==> config.mk <==
export PLATFORM = sky130hd
export DESIGN_NAME = id_ex_stage
export DESIGN_NICKNAME = d
export VERILOG_FILES = /design/src/rtl/id_ex_stage.sv
export SDC_FILE = /design/constraint.sdc
export NUM_CORES = 1
export LEC_CHECK = 0
export ABC_AREA = 1
export CAP_MARGIN = 40
export CELL_PAD_IN_SITES_DETAIL_PLACEMENT = 1
export CELL_PAD_IN_SITES_GLOBAL_PLACEMENT = 2
export CORE_ASPECT_RATIO = 1.75
export CORE_MARGIN = 3
export CORE_UTILIZATION = 25
export DETAILED_ROUTE_END_ITERATION = 16
export GPL_ROUTABILITY_DRIVEN = 0
export PLACE_DENSITY = 0.85
export REMOVE_ABC_BUFFERS = 1
export SYNTH_ARGS = -nofsm -noshare
export SYNTH_HDL_FRONTEND = slang
export SYNTH_SLANG_ARGS = --single-unit
==> constraint.sdc <==
create_clock -name clk -period 2.6 [get_ports clk]
set_input_delay 0.52 -clock clk [delete_from_list [all_inputs] [get_ports clk]]
set_output_delay 0.52 -clock clk [all_outputs]
set_load 0.02 [all_outputs]
==> src/rtl/id_ex_stage.sv <==
// id_ex_stage: ID/EX pipeline register with EX/MEM and MEM/WB operand forwarding and load-use detection
module id_ex_stage #(
  parameter int XLEN   = 32,
  parameter int RA_W   = 5,
  parameter int CTRL_W = 4
) (
  input  logic              clk,
  input  logic              rst_n,
  input  logic              stall,
  input  logic              flush,
  input  logic              id_valid,
  input  logic [XLEN-1:0]   id_rs_data,
  input  logic [XLEN-1:0]   id_rt_data,
  input  logic [XLEN-1:0]   id_imm,
  input  logic [RA_W-1:0]   id_rs,
  input  logic [RA_W-1:0]   id_rt,
  input  logic [RA_W-1:0]   id_rd,
  input  logic [CTRL_W-1:0] id_alu_control,
  input  logic              id_alu_src,
  input  logic              id_reg_write,
  input  logic              id_mem_read,
  input  logic              id_mem_write,
  input  logic              id_mem_to_reg,
  input  logic [RA_W-1:0]   exmem_rd,
  input  logic              exmem_reg_write,
  input  logic [XLEN-1:0]   exmem_result,
  input  logic [RA_W-1:0]   memwb_rd,
  input  logic              memwb_reg_write,
  input  logic [XLEN-1:0]   memwb_result,
  output logic              ex_valid,
  output logic [XLEN-1:0]   alu_a,
  output logic [XLEN-1:0]   alu_b,
  output logic [CTRL_W-1:0] ex_alu_control,
  output logic [XLEN-1:0]   ex_store_data,
  output logic [RA_W-1:0]   ex_rd,
  output logic              ex_reg_write,
  output logic              ex_mem_read,
  output logic              ex_mem_write,
  output logic              ex_mem_to_reg,
  output logic              load_use_stall
);
  typedef struct packed {
    logic              valid;
    logic [XLEN-1:0]   rs_data;
    logic [XLEN-1:0]   rt_data;
    logic [XLEN-1:0]   imm;
    logic [RA_W-1:0]   rs;
    logic [RA_W-1:0]   rt;
    logic [RA_W-1:0]   rd;
    logic [CTRL_W-1:0] alu_control;
    logic              alu_src;
    logic              reg_write;
    logic              mem_read;
    logic              mem_write;
    logic              mem_to_reg;
  } stage_t;
  stage_t q, d;
  logic bubble;
  logic [XLEN-1:0] fwd_rs, fwd_rt;
  always_comb begin
    d = '{valid:       id_valid,
          rs_data:     id_rs_data,
          rt_data:     id_rt_data,
          imm:         id_imm,
          rs:          id_rs,
          rt:          id_rt,
          rd:          id_rd,
          alu_control: id_alu_control,
          alu_src:     id_alu_src,
          reg_write:   id_reg_write & id_valid,
          mem_read:    id_mem_read & id_valid,
          mem_write:   id_mem_write & id_valid,
          mem_to_reg:  id_mem_to_reg & id_valid};
  end
  assign load_use_stall = q.valid & q.mem_read & (q.rd != '0) & id_valid &
                          ((q.rd == id_rs) | (q.rd == id_rt));
  // a bubble zeroes the whole stage, so no stale data leaks into EX
  assign bubble = flush | (~stall & load_use_stall);
  always_ff @(posedge clk or negedge rst_n) begin
    if (!rst_n) q <= '0;
    else if (bubble) q <= '0;
    else if (!stall) q <= d;
  end
  // forwarding is applied to the held operands every cycle, including while stalled
  always_comb begin
    fwd_rs = (exmem_reg_write && exmem_rd != '0 && exmem_rd == q.rs) ? exmem_result :
             (memwb_reg_write && memwb_rd != '0 && memwb_rd == q.rs) ? memwb_result : q.rs_data;
    fwd_rt = (exmem_reg_write && exmem_rd != '0 && exmem_rd == q.rt) ? exmem_result :
             (memwb_reg_write && memwb_rd != '0 && memwb_rd == q.rt) ? memwb_result : q.rt_data;
  end
  assign alu_a          = fwd_rs;
  assign alu_b          = q.alu_src ? q.imm : fwd_rt;
  assign ex_store_data  = fwd_rt;
  assign ex_valid       = q.valid;
  assign ex_alu_control = q.alu_control;
  assign ex_rd          = q.rd;
  assign ex_reg_write   = q.reg_write;
  assign ex_mem_read    = q.mem_read;
  assign ex_mem_write   = q.mem_write;
  assign ex_mem_to_reg  = q.mem_to_reg;
endmodule

# == Word-level counts from Yosys, hierarchy flattened ==
# Index checks and enable logic that the tools add are counted.
# totals
reg_bits,121
latchBits,0
ram_bits,0
mem_bits_ro,0
output_inout_bits,111
mem_count,0
# classes
n_addsub,0
multipliers,0
div,0
magnitude_cmp,0
eq_ne,7
n_shift,0
muxes,7
n_bitwise,12
reduce_logical,9
# op_table
op,count
121-bit two-way mux,2
32-bit two-way mux,5
5-bit == test,6
5-bit nonzero test,3
1-bit bitwise AND,9
1-bit logical AND,6
2-bit by 1-bit != test with 1-bit output (second input constant),1
1-bit OR,2
1-bit NOT,1

# == Longest topological paths before layout ==
# Gate-level depths: netlist of the first run.
# depth
ltp_word,7
mapped_depth,11
depth_no_buf,10

# == Least setup slack after synthesis of the first run ==
# OpenSTA, ideal clock, no wires.
# synth_path
path_type,input-to-output
startpoint,in exmem_rd[0]
endpoint,out alu_a[0]
arrival_time_ps,1759
required_ps,2080
slack_ps,321
path_stages,6
cell_sequence,xnor2_1 nand2_1 nor3_1 nand3_2 buf_2 o21ai_0
# synth_via
elab_chain_cells,4
elab_cells_between_ends,5
cone_classes,eq/ne: 1; mux: 1; reduce/logical: 3
# synth_rtl
item,line,rtl
from (decl),24,"input logic [RA_W-1:0] exmem_rd,"
5-bit nonzero test,86,fwd_rs = (exmem_reg_write && exmem_rd != '0 && exmem_rd == q.rs) ? exmem_result :
1-bit logical AND,86,
1-bit logical AND (*),86,
32-bit two-way mux (*),86,
to (decl),31,"output logic [XLEN-1:0] alu_a,"
# Mark *: on every way between the ends. The rest lies on a longest branch, timed or not.

# == Worst setup path after layout of the first run ==
# layout_path
startpoint,in memwb_rd[0]
endpoint,out alu_a[0]
# layout_via
elab_chain_cells,5
elab_cells_between_ends,6
cone_classes,eq/ne: 1; mux: 2; reduce/logical: 3
# layout_rtl
item,line,rtl
from (decl),27,"input logic [RA_W-1:0] memwb_rd,"
5-bit nonzero test,87,(memwb_reg_write && memwb_rd != '0 && memwb_rd == q.rs) ? memwb_result : q.rs_data;
1-bit logical AND,87,
1-bit logical AND (*),87,
32-bit two-way mux (*),87,
32-bit two-way mux (*),86,
# Marked as above.

==> impl_metrics.env, run 1 <==
export IMPL_status="finished with violations"
export IMPL_violations="setup timing"
export IMPL_yosys_area_top_type_share=0.3752
export IMPL_timing_final_ws_setup_ns=-0.1886
export IMPL_maxSlewHeadroom=0.5195
export IMPL_clkSlewWorstSetupHoldPaths_ns=0.06
export IMPL_cts_root_buf="clkbuf_16"
export IMPL_viasPerCell=5.029
export IMPL_core_area_um2=31640
export IMPL_largest_reg_flops=107
export IMPL_final_hold_violation_count=0
export IMPL_synth_warning_count=0
export IMPL_startpoint_type="input port"
export IMPL_power_mw=6.537
export IMPL_overflow=0
export IMPL_finalSetupViolations=96
export IMPL_die_area_um2=34560
export IMPL_startpoint="memwb_rd[0]"
export IMPL_synth_largest_area_cell="dfrtp_1"
export IMPL_cts_hold_buf=0
export IMPL_area_delta_synth_final_pct=77.52
export IMPL_critPathKind="input port to primary output"
export IMPL_worst_ep_required_time_ns=2.08
export IMPL_endpoint_kind="primary output"
export IMPL_worstPathMaxFanout=6
export IMPL_ys_seq_area_frac=0.3752
export IMPL_synthTopCellsByArea="dfrtp_1 (38%), nand3_1 (15%), nand2_1 (13%)"
export IMPL_antenna_found_initial=16
export IMPL_num_io_pins=312
export IMPL_post_drt_wl_per_cell_um=22.79
export IMPL_drv_slew=0
export IMPL_cts_tree="yes"
export IMPL_ir_worst_vdd_uv=459.6
export IMPL_period_minus_slack_ns=2.789
export IMPL_drive_above_1_share=0.3282
export IMPL_ctsHtreeMaxLevel=4
export IMPL_synthesis_area_um2=8070
export IMPL_ys_seq_elements=121
export IMPL_drc_errors=0
export IMPL_grt_pass1_wl_um=61550
export IMPL_cp_arrival_ns=2.27
export IMPL_initial_core_util=0.2551
export IMPL_tightest_slew_ns=0.7207
export IMPL_grt_max_degree=61
export IMPL_die_x_um=141.8
export IMPL_first_iter_violations=466
export IMPL_dp_slack_ns=-0.8384
export IMPL_r2r_start="ex_rd[1]"
export IMPL_port_buffers=311
export IMPL_finClkSkew_ns=0.008396
export IMPL_cts_sinks=121
export IMPL_drv_cap=0
export IMPL_final_antenna_net_count=0
export IMPL_fin_crit_sh=1.073
export IMPL_hpwl_um=28380
export IMPL_finalNetCount=1672
export IMPL_hold_path_class="input port to async pin"
export IMPL_synth_common_cells="nand2_1 (275), nand3_1 (246), dfrtp_1 (121)"
export IMPL_fp_row_count=86
export IMPL_yosysMostFrequentCell="nand2_1"
export IMPL_synth_area_per_cell_um2=7.180
export IMPL_cts_buffers=17
export IMPL_hold_slack_ns=0.09595
export IMPL_power_density_nw_per_um2=456.3
export IMPL_instances_no_fill=1894
export IMPL_dp_cells=1801
export IMPL_leakagePower_nw=6.611
export IMPL_track_usage=0.2356
export IMPL_grt_pass1_vias=10280
export IMPL_synth_edff_count=0
export IMPL_rsz0062_at_grt="true"
export IMPL_synth_top_flop_cell="dfrtp_1"
export IMPL_fill_cells=3713
export IMPL_drtPass1Iterations=4
export IMPL_max_freq_mhz=358.6
export IMPL_cts_buffer_depth=2
export IMPL_synthCells=1124
export IMPL_largest_register="q"
export IMPL_synthArstFlopShare=1.000
export IMPL_synthDistinctLibCells=28
export IMPL_vias=9524
export IMPL_routed_wl_um=43170
export IMPL_die_y_um=243.7
export IMPL_clk_latency_ns=0.44
## critical path, stage by stage
cell and delay [ns]:
clkdlybuf4s15_1 0.21, buf_6 0.15, xnor2_2 0.17, nand2_2 0.10, nor3_4 0.22, buf_6 0.16, buf_12 0.15, buf_12 0.14
buf_6 0.10, nand3_4 0.06, nand3_2 0.07, o21ai_1 0.06, buf_4 0.15
## through the flow
step | instance area [um2] | util | TNS [ns]
floorplan | 7577 | - | -117.15
finish | 14330 | 0.4529 | -12.27
CTS | 13430 | 0.4245 | -12.67
global route | 14320 | 0.4528 | -21.91
global placement | 11930 | 0.3770 | -68.61
detailed placement | 11930 | 0.3770 | -72.94
## cell families (layout without fill, tap and decap cells)
logic type	Yosys count	count (layout)	share of synthesized area
AO/OA/AOI/OAI	150	150	0.1293
XOR/XNOR	25	25	0.02713
buffers and inverters	214	574	0.1150
flip-flops	121	121	0.3752
other	0	14	0
AND/OR/NAND/NOR	614	614	0.3533
## per-layer routing
layer	global-route usage	up-vias	share of wire
met5	0	-	0.00072
met4	0.1178	4	0.040
met3	0.04281	74	0.038
met2	0.4414	261	0.56
met1	0.2461	4758	0.36
li1	-	4427	-
## worst paths after layout
kind / depth (start not counted) / slack [ns] / to
max: 13 / -0.19 / alu_a[0]
min: 1 / 0.1 / q[55]
max reg2reg: 9 / 0.68 / q[78]
min reg2reg: 2 / 0.51 / q[75]
max in group asynchronous: 2 / 1.84 / q[57]
min in group clk: 3 / 0.50 / ex_mem_read
## report_power, final
part / internal [mW] / switching, mW
clock: 1.43 / 0.943
combinational: 0.962 / 1.13
sequential: 2.00 / 0.0748
## final cells by class
| type | instances | area [um2] | area share |
|---|---|---|---|
| Timing Repair Buffer | 426 | 4474 | 0.3123 |
| Tap cell | 396 | 495.5 | 0.03459 |
| Clock buffer | 20 | 446.7 | 0.03118 |
| Inverter | 116 | 437.9 | 0.03057 |
| Multi-Input combinational cell | 789 | 5280 | 0.3686 |
| Antenna cell | 14 | 35.03 | 0.002445 |
| Sequential cell | 121 | 3030 | 0.2115 |
| Clock inverter | 12 | 126.4 | 0.008821 |
## what timing repair did
item	4_1_cts	5_1_grt
pin swaps	33	38
gates resized for setup	654	173
buffers inserted	27	7
setup endpoints to repair	97	96
gates cloned	10	5
## placed cells by master, fill, tap and decap left out, types with 9 or more instances in the layout
cell type and n:
nand2_4 18, o21ai_2 18, buf_12 24, and2_1 17, nand4_1 39, buf_6 76
xor2_1 9, o21ai_1 15, buf_4 76, o21ai_0 76, o22ai_2 38, dfrtp_1 119
nand3_1 159, inv_1 111, buf_2 24, and2_4 15, nand2_1 226, nand3_4 28
nand2_2 32, clkbuf_16 20, diode_2 14, clkdlybuf4s50_1 201, nand3_2 61, nor2_1 9
Power figures use the tool's default switching activity.
==> run 2: changes to the inputs <==
- CORE_ASPECT_RATIO: 1.75 -> unset
==> run 2 against run 1 <==
Compared with the run above:
- the flow still finishes with violations (setup timing)
- clock power up 4%
- sequential cell count unchanged
- largest cell class unchanged
- critical path type is now flop to primary output
- register-to-register slack gained 0.04 ns
- highest routed layer unchanged
- hold slack better by 0.41 ns
- routed wire length shrank 7.6%
- non-clock buffer count down 21
==> impl_metrics.env, run 2 (same netlist as run 1, synthesis figures left out) <==
export IMPL_max_freq_mhz=368.2
export IMPL_hold_slack_ns=0.5070
export IMPL_slowest_stage="dfrtp_1"
export IMPL_grt_pass1_vias=9720
export IMPL_drive_above_1_share=0.3356
export IMPL_first_iter_violations=517
export IMPL_power_density_nw_per_um2=469.8
export IMPL_crit_buf_inv=3
export IMPL_power_mw=6.635
export IMPL_num_io_pins=312
export IMPL_finalSetupViolations=90
export IMPL_drtPass1Iterations=5
export IMPL_initial_core_util=0.2544
export IMPL_hold_path_class="flop to flop"
export IMPL_path_cells="xnor2_1, nand2_1, nor2_4, buf_12, nand3_4, buf_12, nand2_1, nand3_4, and2_1, buf_4"
export IMPL_overflow=0
export IMPL_final_antenna_net_count=0
export IMPL_post_drt_wl_per_cell_um=21.38
export IMPL_maxSlewHeadroom=0.6489
export IMPL_routed_wl_um=39890
export IMPL_period_minus_slack_ns=2.716
export IMPL_tightest_slew_ns=0.5266
export IMPL_timing_final_ws_setup_ns=-0.1160
export IMPL_crit_family="simple AND/OR/NAND/NOR gates"
export IMPL_drv_slew=0
export IMPL_core_area_um2=31720
export IMPL_ctsHtreeMaxLevel=4
export IMPL_worstPathMaxFanout=17
export IMPL_fp_row_count=65
export IMPL_viasPerCell=4.965
export IMPL_largest_reg_flops=107
export IMPL_port_buffers=311
export IMPL_seq_area_um2=3033
export IMPL_antenna_found_initial=4
export IMPL_ir_worst_vdd_uv=368.1
export IMPL_drc_errors=0
export IMPL_area_delta_synth_final_pct=75.02
export IMPL_fill_cells=3714
export IMPL_die_x_um=185.7
export IMPL_cp_arrival_ns=2.20
export IMPL_clk_latency_ns=0.42
export IMPL_cts_root_buf="clkbuf_16"
export IMPL_fin_crit_sh=1.045
export IMPL_cts_buffers=17
export IMPL_grt_pass1_wl_um=57550
export IMPL_clkSlewWorstSetupHoldPaths_ns=0.07
export IMPL_die_y_um=185.7
export IMPL_worst_ep_required_time_ns=2.08
export IMPL_cts_buffer_depth=2
export IMPL_hpwl_um=27230
export IMPL_layout_common_cells="nand2_1 (214), clkdlybuf4s50_1 (201), nand3_1 (155)"
export IMPL_critPathKind="flop to primary output"
export IMPL_violations="setup timing"
export IMPL_dp_slack_ns=-0.8863
export IMPL_tns_ns=-4.536
export IMPL_cts_tree="yes"
export IMPL_placed_area_um2=12020
export IMPL_die_area_um2=34470
export IMPL_final_common_cell="nand2_1"
export IMPL_stdcell_area_um2=14120
export IMPL_multi_input_area_um2=5159
export IMPL_endpoint_kind="primary output"
export IMPL_leakagePower_nw=6.583
export IMPL_grt_max_degree=70
export IMPL_startpoint_type="flop"
export IMPL_drv_cap=0
export IMPL_finClkSkew_ns=0.01524
export IMPL_critPathMaxStageDelay_ns=0.43
export IMPL_rsz0062_at_grt="true"
export IMPL_vias=9265
export IMPL_status="finished with violations"
export IMPL_largest_register="q"
export IMPL_final_hold_violation_count=0
export IMPL_track_usage=0.2184
export IMPL_finalNetCount=1651
export IMPL_cts_sinks=121
-- run 2: per-layer routing --
| layer | up-vias | wire, um | global-route usage |
|---|---|---|---|
| met2 | 290 | 19330 | 0.3696 |
| met5 | - | 40 | 0 |
| li1 | 4370 | - | - |
| met4 | 8 | 824 | 0.05481 |
| met1 | 4542 | 17210 | 0.2836 |
| met3 | 55 | 2479 | 0.04964 |
-- run 2: what timing repair did --
action                     4_1_cts  5_1_grt
cloned                           4        6
gates resized for setup        593      243
hold endpoints to repair        23        0
setup buffers                    8        6
pin swaps                       31       59
hold buffers                     1        0
setup endpoints to repair       97       96
-- run 2: worst reg2reg max path, cell delays in order, from the launching register on --
cell and delay, ns:
dfrtp_1 0.44, xor2_1 0.18, nor2_1 0.13, nand3_1 0.08, nand2_1 0.11, nand2_4 0.05, buf_4 0.16, nand2_4 0.19
buf_12 0.25, o21ai_0 0.14
-- run 2: per-stage QoR --
stage               std cells  utilization
floorplan                1026            -
global placement         1809       0.3780
detailed placement       1810       0.3789
CTS                      1855       0.4122
global route             1865       0.4452
finish                   1866       0.4453
-- run 2: where the power goes --
part | leakage, nW | switching (mW) | internal, mW
combinational | 4.72 | 1.10 | 1.00
sequential | 1.59 | 0.0733 | 2.00
clock | 0.274 | 0.994 | 1.47
-- run 2: worst paths after layout --
check | start | endpoint | slack, ns | cells after the start
max in group asynchronous | rst_n | q[99] | 1.36 | 3
min | q[43] | q[43] | 0.51 | 2
max | q[14] | ex_store_data[19] | -0.12 | 10
min reg2reg | q[43] | q[43] | 0.51 | 2
max reg2reg | ex_rd[1] | q[24] | 0.72 | 9
min in group asynchronous | rst_n | q[83] | 0.57 | 2
-- run 2: area by class of cell --
| cell class | instances | area share |
|---|---|---|
| Multi-Input combinational cell | 789 | 0.3652 |
| Clock buffer | 19 | 0.03207 |
| Inverter | 116 | 0.03100 |
| Sequential cell | 121 | 0.2147 |
| Clock inverter | 13 | 0.01028 |
| Tap cell | 402 | 0.03561 |
| Timing Repair Buffer | 405 | 0.3109 |
| Antenna cell | 1 | 0.0001772 |
